===== src/rtl/cdb_arbiter.sv =====
// cdb_arbiter: N_REQ holding slots, one registered CDB broadcast per cycle.
// Round-robin grant by default. Define CDB_FIXED_PRIO_EN for a lowest-index-wins grant with no rr_ptr.
// Ports: clk, rst (async, active-low), rdy (global enable), Clear_flag (flush),
//        req_valid/req_tag/req_value in, req_ready out, cdb_valid/tag/value/src out.
module cdb_arbiter #(
  parameter int N_REQ  = 3,
  parameter int TAG_W  = 4,
  parameter int DATA_W = 32
) (
  input  logic                      clk,
  input  logic                      rst,
  input  logic                      rdy,
  input  logic                      Clear_flag,
  input  logic [N_REQ-1:0]          req_valid,
  input  logic [N_REQ*TAG_W-1:0]    req_tag,
  input  logic [N_REQ*DATA_W-1:0]   req_value,
  output logic [N_REQ-1:0]          req_ready,
  output logic                      cdb_valid,
  output logic [TAG_W-1:0]          cdb_tag,
  output logic [DATA_W-1:0]         cdb_value,
  output logic [1:0]                cdb_src
);

  localparam int PW = (N_REQ > 1) ? $clog2(N_REQ) : 1;

  logic [N_REQ-1:0]  full_q, full_d;
  logic [TAG_W-1:0]  tag_q [N_REQ];
  logic [TAG_W-1:0]  tag_d [N_REQ];
  logic [DATA_W-1:0] val_q [N_REQ];
  logic [DATA_W-1:0] val_d [N_REQ];

  logic              cdb_valid_q, cdb_valid_d;
  logic [TAG_W-1:0]  cdb_tag_q, cdb_tag_d;
  logic [DATA_W-1:0] cdb_value_q, cdb_value_d;
  logic [1:0]        cdb_src_q, cdb_src_d;

  logic [N_REQ-1:0]  gnt;
  logic [N_REQ-1:0]  xfer;
  logic              gnt_any;
  logic [PW-1:0]     gnt_idx;
  logic [TAG_W-1:0]  gnt_tag;
  logic [DATA_W-1:0] gnt_val;

`ifdef CDB_FIXED_PRIO_EN
  always_comb begin
    gnt     = '0;
    gnt_any = 1'b0;
    gnt_idx = '0;
    for (int k = 0; k < N_REQ; k++) begin
      if (!gnt_any && full_q[k]) begin
        gnt_any = 1'b1;
        gnt_idx = PW'(k);
        gnt[k]  = 1'b1;
      end
    end
  end
`else
  logic [PW-1:0] rr_ptr_q, rr_ptr_d;

  // Search upward from rr_ptr, wrapping at N_REQ.
  always_comb begin
    int j;
    gnt     = '0;
    gnt_any = 1'b0;
    gnt_idx = '0;
    j       = 0;
    for (int k = 0; k < N_REQ; k++) begin
      j = int'(rr_ptr_q) + k;
      if (j >= N_REQ) j = j - N_REQ;
      if (!gnt_any && full_q[j]) begin
        gnt_any = 1'b1;
        gnt_idx = PW'(j);
        gnt[j]  = 1'b1;
      end
    end
  end

  always_comb begin
    rr_ptr_d = rr_ptr_q;
    if (Clear_flag) begin
      rr_ptr_d = '0;
    end else if (gnt_any) begin
      if (gnt_idx == PW'(N_REQ - 1)) rr_ptr_d = '0;
      else                           rr_ptr_d = gnt_idx + PW'(1);
    end
  end

  always_ff @(posedge clk or negedge rst) begin
    if (!rst)     rr_ptr_q <= '0;
    else if (rdy) rr_ptr_q <= rr_ptr_d;
  end
`endif

  // A granted slot is draining this edge, so it can accept again.
  always_comb begin
    for (int i = 0; i < N_REQ; i++) begin
      req_ready[i] = (!full_q[i] || gnt[i]) && rdy && !Clear_flag && rst;
    end
  end

  assign xfer = req_valid & req_ready;

  // One-hot grant lets an OR-reduce act as the mux.
  always_comb begin
    gnt_tag = '0;
    gnt_val = '0;
    for (int i = 0; i < N_REQ; i++) begin
      if (gnt[i]) begin
        gnt_tag = gnt_tag | tag_q[i];
        gnt_val = gnt_val | val_q[i];
      end
    end
  end

  always_comb begin
    full_d = full_q;
    for (int i = 0; i < N_REQ; i++) begin
      tag_d[i] = tag_q[i];
      val_d[i] = val_q[i];
    end
    if (Clear_flag) begin
      full_d = '0;
    end else begin
      // A refill of the granted slot wins over its clear.
      full_d = (full_q & ~gnt) | xfer;
      for (int i = 0; i < N_REQ; i++) begin
        if (xfer[i]) begin
          tag_d[i] = req_tag[i*TAG_W +: TAG_W];
          val_d[i] = req_value[i*DATA_W +: DATA_W];
        end
      end
    end
  end

  always_comb begin
    cdb_valid_d = 1'b0;
    cdb_tag_d   = cdb_tag_q;
    cdb_value_d = cdb_value_q;
    cdb_src_d   = cdb_src_q;
    if (!Clear_flag && gnt_any) begin
      cdb_valid_d = 1'b1;
      cdb_tag_d   = gnt_tag;
      cdb_value_d = gnt_val;
      cdb_src_d   = 2'(gnt_idx);
    end
  end

  always_ff @(posedge clk or negedge rst) begin
    if (!rst) begin
      full_q <= '0;
      for (int i = 0; i < N_REQ; i++) begin
        tag_q[i] <= '0;
        val_q[i] <= '0;
      end
    end else if (rdy) begin
      full_q <= full_d;
      for (int i = 0; i < N_REQ; i++) begin
        tag_q[i] <= tag_d[i];
        val_q[i] <= val_d[i];
      end
    end
  end

  always_ff @(posedge clk or negedge rst) begin
    if (!rst) begin
      cdb_valid_q <= 1'b0;
      cdb_tag_q   <= '0;
      cdb_value_q <= '0;
      cdb_src_q   <= '0;
    end else if (rdy) begin
      cdb_valid_q <= cdb_valid_d;
      cdb_tag_q   <= cdb_tag_d;
      cdb_value_q <= cdb_value_d;
      cdb_src_q   <= cdb_src_d;
    end
  end

  assign cdb_valid = cdb_valid_q;
  assign cdb_tag   = cdb_tag_q;
  assign cdb_value = cdb_value_q;
  assign cdb_src   = cdb_src_q;

endmodule


===== config.mk =====
export PLATFORM = sky130hd
export DESIGN_NAME = cdb_arbiter
export DESIGN_NICKNAME = d
export VERILOG_FILES = /design/src/rtl/cdb_arbiter.sv
export SDC_FILE = /design/constraint.sdc
export NUM_CORES = 1
export LEC_CHECK = 0
export BUFFER_PORTS_ARGS = -buffer_cell sky130_fd_sc_hd__buf_2
export CELL_PAD_IN_SITES_DETAIL_PLACEMENT = 1
export CELL_PAD_IN_SITES_GLOBAL_PLACEMENT = 2
export CORE_UTILIZATION = 38
export CTS_CLUSTER_DIAMETER = 100
export DETAILED_ROUTE_END_ITERATION = 6
export PLACE_DENSITY_LB_ADDON = 0.08
export REMOVE_ABC_BUFFERS = 1
export SYNTH_ARGS = -nofsm -noshare
export SYNTH_HDL_FRONTEND = slang
export SYNTH_SLANG_ARGS = --single-unit

===== constraint.sdc =====
create_clock -name clk -period 3.9 [get_ports clk]
set_clock_uncertainty 0.05 [all_clocks]
set_input_delay 0.78 -clock clk [delete_from_list [all_inputs] [get_ports clk]]
set_output_delay 0.78 -clock clk [all_outputs]
set_load 0.02 [all_outputs]

==> results.json, run 1 <==
{
  "synth_top_area_share": 0.485,
  "dr.pass1.iters": 4,
  "final_core_util": 0.465,
  "wirelength_um": 24200,
  "dieHeight_um": 146,
  "cts_htree_levels": 4,
  "yosysUniqueCellTypes": 44,
  "setup_violations": 0,
  "period_share": 0.949,
  "io_pins": 157,
  "path_max_fanout": 11,
  "cp_slowest_stage_delay_ns": 0.66,
  "drtIter0Drc": 307,
  "areaGrowthSynthToFinish_pct": 19.9,
  "cp_data_arrival_time_ns": 2.87,
  "dp.cells": 1082,
  "synthTopCellsByArea": "dfrtp_1 (48%), o211ai_1 (6.9%), mux2_2 (6.5%), a21bo_2 (4.6%), mux2_1 (4.2%)",
  "grt_pass1_vias": 7203,
  "ys_seq_elements": 152,
  "instances_no_fill": 1115,
  "cts.clk_slew.worst_paths_ns": 0.07,
  "initial_core_util": 0.388,
  "worstReg2RegStart": "rr_ptr_q[0]",
  "syn_area_per_cell_um2": 10.9,
  "fp-row-count": 52,
  "tightest_slew_ns": 1.03,
  "die_area_mm2": 0.0212,
  "cp_cell_sequence": "inv_1 > ha_1 > or3_1 > a2111o_2 > a31oi_1 > buf_2",
  "setup_slack_ns": 0.197,
  "cp-end-kind": "primary output",
  "p_per_area_mw_per_mm2": 764,
  "cp-start-kind": "register",
  "p_leak_uw": 0.00386,
  "status": "finished clean",
  "finalSetupTns_ns": 0,
  "route.detailed.wl_per_inst_um": 21.7,
  "startpoint": "rr_ptr_q[0]",
  "postRouteAntennaNets": 0,
  "slew_violations": 0,
  "clock_latency_ns": 0.42,
  "mostFrequentLayoutCells": "buf_2 (155), dfrtp_1 (151), o211ai_1 (72)",
  "final_area_mm2": 0.00941,
  "crit_required_ns": 3.07,
  "core-area_mm2": 0.0202,
  "cts_tree": "yes",
  "place.gp.congestion": 0.855,
  "drv_cap": 0,
  "die_width_um": 146,
  "cts_buffers": 17,
  "grt_pass1_wl_um": 40100,
  "synth_top_area_cell": "dfrtp_1",
  "cts.root.buffer_cell": "clkbuf_16",
  "synth_warnings": 0,
  "syn_inst": 720,
  "grt_antenna_before_repair": 1,
  "vdd_drop_max_uv": 321,
  "grt.overflow.total": 0,
  "vias": 6482,
  "grt_usage": 0.242,
  "hpwl_um": 15000,
  "min_path_type": "in -> async",
  "drc": 0,
  "dp_slack_ns": 0.502,
  "crit_type": "reg -> out",
  "cts.sinks": 152,
  "fmax_ghz": 0.270,
  "grt_max_degree": 78,
  "final_common_cell": "buf_2",
  "seq_area_frac_synth": 0.485,
  "drive_gt1_frac": 0.355,
  "critPathSlowestCell": "a2111o_2",
  "nNetsFinal": 950,
  "slew_headroom": 0.316,
  "syn-cell-area_mm2": 0.00785,
  "post_dp_cell_area_mm2": 0.00879,
  "clockBufferDepth": 2,
  "hold_violations": 0,
  "period_minus_slack_ns": 3.70,
  "via_per_inst": 5.81,
  "io_buffers": 156
}
-- synthesized netlist by cell type --
library cell,count
a32o_1,1
buf_2,16
inv_1,7
and2_1,1
o211ai_1,72
o21ai_1,2
a22o_1,2
a211o_1,1
a21oi_1,4
nand3_1,41
mux2_1,29
a21bo_2,36
o21bai_1,1
nand2b_1,6
o2111ai_2,1
or2_2,1
a41oi_1,36
a2111oi_0,2
o21a_1,2
nor2_1,45
o21ai_0,8
nor3_1,1
a21oi_2,1
buf_6,6
mux2i_1,1
o2bb2ai_1,2
a2111o_1,1
nand2_1,43
ha_1,4
buf_4,4
mux2_2,45
dfrtp_1,152
or3_1,1
and3_1,3
o2111ai_1,36
a211oi_1,2
a31oi_4,1
nor2b_1,4
clkbuf_1,51
a21o_1,3
buf_1,3
nand3b_1,37
a31oi_1,3
o31ai_1,2
-- cells by family after synthesis --
kind of cell / count (synthesis) / share of synthesized area
simple gates: 183 / 0.117
fa+ha+maj: 4 / 0.00638
mux: 75 / 0.107
buf+inv: 87 / 0.0518
flops: 152 / 0.485
compound gates: 219 / 0.232
-- stage by stage --
step                      hold WS [ns]  power (µW)
final                            0.167        7190
after global placement           0.412        5410
after floorplan                  0.398        4450
after global routing             0.163        7680
after CTS                        0.153        7280
after detailed placement         0.421        5540
-- registers in the layout (all words and copies together) (netlist names) --
signal / count
cdb_src: 2
rr_ptr_q: 2
cdb_value: 32
tag_q: 12
full_q: 3
val_q: 96
cdb_tag: 4
cdb_valid: 1
-- per-layer routing --
layer,global-route usage,wire [µm],vias up
met4,0.0779,371,0
met2,0.417,12400,147
met5,0,0,-
met1,0.303,10600,3356
li1,-,-,2953
met3,0.0483,869,26
-- power breakdown --
| part | internal [µW] | switching (µW) | leakage [µW] |
|---|---|---|---|
| Sequential | 2280 | 437 | 0.00184 |
| Clock | 1010 | 689 | 0.000295 |
| Combinational | 1090 | 1680 | 0.00173 |
| Total | 4380 | 2810 | 0.00386 |
-- timing repair --
action | 4_1_cts | 5_1_grt
setup buffers | 0 | 0
hold buffers | 0 | 0
gates resized for setup | 0 | 3
setup endpoints to repair | 0 | 2
-- area by class of cell --
cell class | count | area (µm²)
Fill cell | 2245 | 10800
Sequential cell | 152 | 3800
Multi-Input combinational cell | 481 | 3700
Timing Repair Buffer | 172 | 932
Clock buffer | 18 | 429
Tap cell | 270 | 338
Clock inverter | 14 | 174
Inverter | 7 | 26.3
Antenna cell | 1 | 2.50
-- path summary, 6_finish.rpt --
kind,end,slack (ns),cells past startpoint
max,req_ready[1],0.20,6
min reg2reg,cdb_valid,0.43,1
min,val_q[15],0.17,1
max reg2reg,val_q[60],0.65,7
max in group asynchronous,val_q[92],2.31,2
min in group clk,cdb_valid,0.43,1
-- worst max-delay path: cells and delay by family, from the launching register on --
kind            cells  cell delay [ns]
simple gates        1             0.44
buf+inv             2             0.29
flops               1             0.40
fa+ha+maj           1             0.45
compound gates      2             0.88
(Power assumes the default switching activity.)
==> run 2, diff against run 1 <==
--- a/config.mk
+++ b/config.mk
@@ -13,6 +13,8 @@
 export DETAILED_ROUTE_END_ITERATION = 6
 export PLACE_DENSITY_LB_ADDON = 0.08
 export REMOVE_ABC_BUFFERS = 1
+export SETUP_SLACK_MARGIN = 0.2
+export SLEW_MARGIN = 20
 export SYNTH_ARGS = -nofsm -noshare
 export SYNTH_HDL_FRONTEND = slang
 export SYNTH_SLANG_ARGS = --single-unit
==> results.json, run 2 (synthesis results as in run 1) <==
{
  "vias": 6519,
  "p_per_area_mw_per_mm2": 764,
  "io_pins": 157,
  "clockBufferDepth": 2,
  "clock_latency_ns": 0.42,
  "dieHeight_um": 146,
  "rsz0062_at_grt": "false",
  "io_buffers": 156,
  "cp_data_arrival_time_ns": 2.70,
  "cp-end-kind": "primary output",
  "slew_violations": 0,
  "setup_violations": 0,
  "wirelength_um": 24400,
  "slew_headroom": 0.314,
  "grt_max_degree": 78,
  "tightest_slew_ns": 1.03,
  "initial_core_util": 0.388,
  "cts.root.buffer_cell": "clkbuf_16",
  "route.detailed.wl_per_inst_um": 21.8,
  "vdd_drop_max_uv": 310,
  "cts_buffers": 17,
  "multi_input_area_mm2": 0.00371,
  "cts.clk_slew.worst_paths_ns": 0.07,
  "drc": 0,
  "whs_ns": 0.167,
  "cp_cell_sequence": "inv_1 > ha_2 > mux2_2 > a2111oi_2 > o21a_4 > o21ai_1 > a21oi_1 > buf_2",
  "fp-row-count": 52,
  "drv_cap": 0,
  "place.gp.congestion": 0.855,
  "startpoint": "rr_ptr_q[1]",
  "dp.cells": 1082,
  "instances_no_fill": 1120,
  "period_share": 0.904,
  "period_minus_slack_ns": 3.53,
  "p_leak_uw": 0.00388,
  "power_uw": 7230,
  "largest_reg_flops": 96,
  "nNetsFinal": 955,
  "crit_required_ns": 3.07,
  "grt_usage": 0.242,
  "grt_antenna_before_repair": 1,
  "areaGrowthSynthToFinish_pct": 20.5,
  "status": "finished clean",
  "grt.overflow.total": 0,
  "fmax_ghz": 0.284,
  "critPathSlowestCell": "a2111oi_2",
  "min_path_type": "in -> async",
  "path_max_fanout": 8,
  "hpwl_um": 15000,
  "drive_gt1_frac": 0.364,
  "via_per_inst": 5.82,
  "worst-path-buf-inv": 2,
  "nFillCells": 2239,
  "crit_type": "reg -> out",
  "final_core_util": 0.467,
  "grt_pass1_vias": 7212,
  "cp_slowest_stage_delay_ns": 0.44,
  "die_width_um": 146,
  "grt_pass1_wl_um": 40100,
  "cp-start-kind": "register",
  "drtIter0Drc": 304,
  "cts_htree_levels": 4,
  "ff_latch_area_mm2": 0.00380,
  "cts.sinks": 152,
  "mostFrequentLayoutCells": "buf_2 (155), dfrtp_1 (151), o211ai_1 (72)",
  "top_register": "val_q",
  "postRouteAntennaNets": 0,
  "die_area_mm2": 0.0212,
  "dr.pass1.iters": 4,
  "cts_tree": "yes",
  "final_common_cell": "buf_2",
  "hold_violations": 0,
  "worstReg2RegStart": "rr_ptr_q[0]",
  "core-area_mm2": 0.0202,
  "crit_family": "compound AO/OA/AOI/OAI gates"
}
[run 2: layer usage]
layer	global-route usage	up-vias	part of all wire
met5	0	-	0
met4	0.0774	0	0.012
met1	0.303	3402	0.44
met3	0.0489	21	0.035
li1	-	2958	-
met2	0.417	138	0.52
[run 2: area by class of cell]
| class | instances | area share |
|---|---|---|
| clock inverter | 14 | 0.0184 |
| antenna | 1 | 0.000265 |
| timing repair buffer | 177 | 0.103 |
| clock buffer | 18 | 0.0454 |
| multi-input combinational | 481 | 0.393 |
| inverter | 7 | 0.00278 |
| sequential | 152 | 0.402 |
| tap | 270 | 0.0357 |
[run 2: timing repair]
action / CTS / global route
setup endpoints to repair: 2 / 2
hold buffers: 0 / 0
setup buffers: 0 / 5
pin swaps: 1 / 1
resized for setup: 4 / 4
[run 2: where the power goes]
part,internal [µW],switching (µW),leakage (µW),total [µW]
registers,2280,436,0.00184,2720
clock network,1010,694,0.000295,1710
logic,1110,1700,0.00175,2800
total,4400,2830,0.00388,7230
[run 2: worst paths after layout]
kind                                end  slack [ns]  depth (start not counted)
min in group clk              cdb_valid        0.43                          1
max in group asynchronous     val_q[92]        2.31                          2
setup / recovery           req_ready[0]        0.37                          8
hold / removal                val_q[15]        0.17                          1
setup reg to reg              val_q[60]        0.74                          8
hold reg to reg               cdb_valid        0.43                          1
[run 2: stage by stage]
stage               setup WS, ns  TNS (ns)  area (µm²)
finish                     0.374         0        9460
global route               0.216         0        9450
CTS                        0.241         0        9410
detailed placement         0.502         0        8790
global placement           0.579         0        8790
floorplan                 -0.545    -27.20        7460
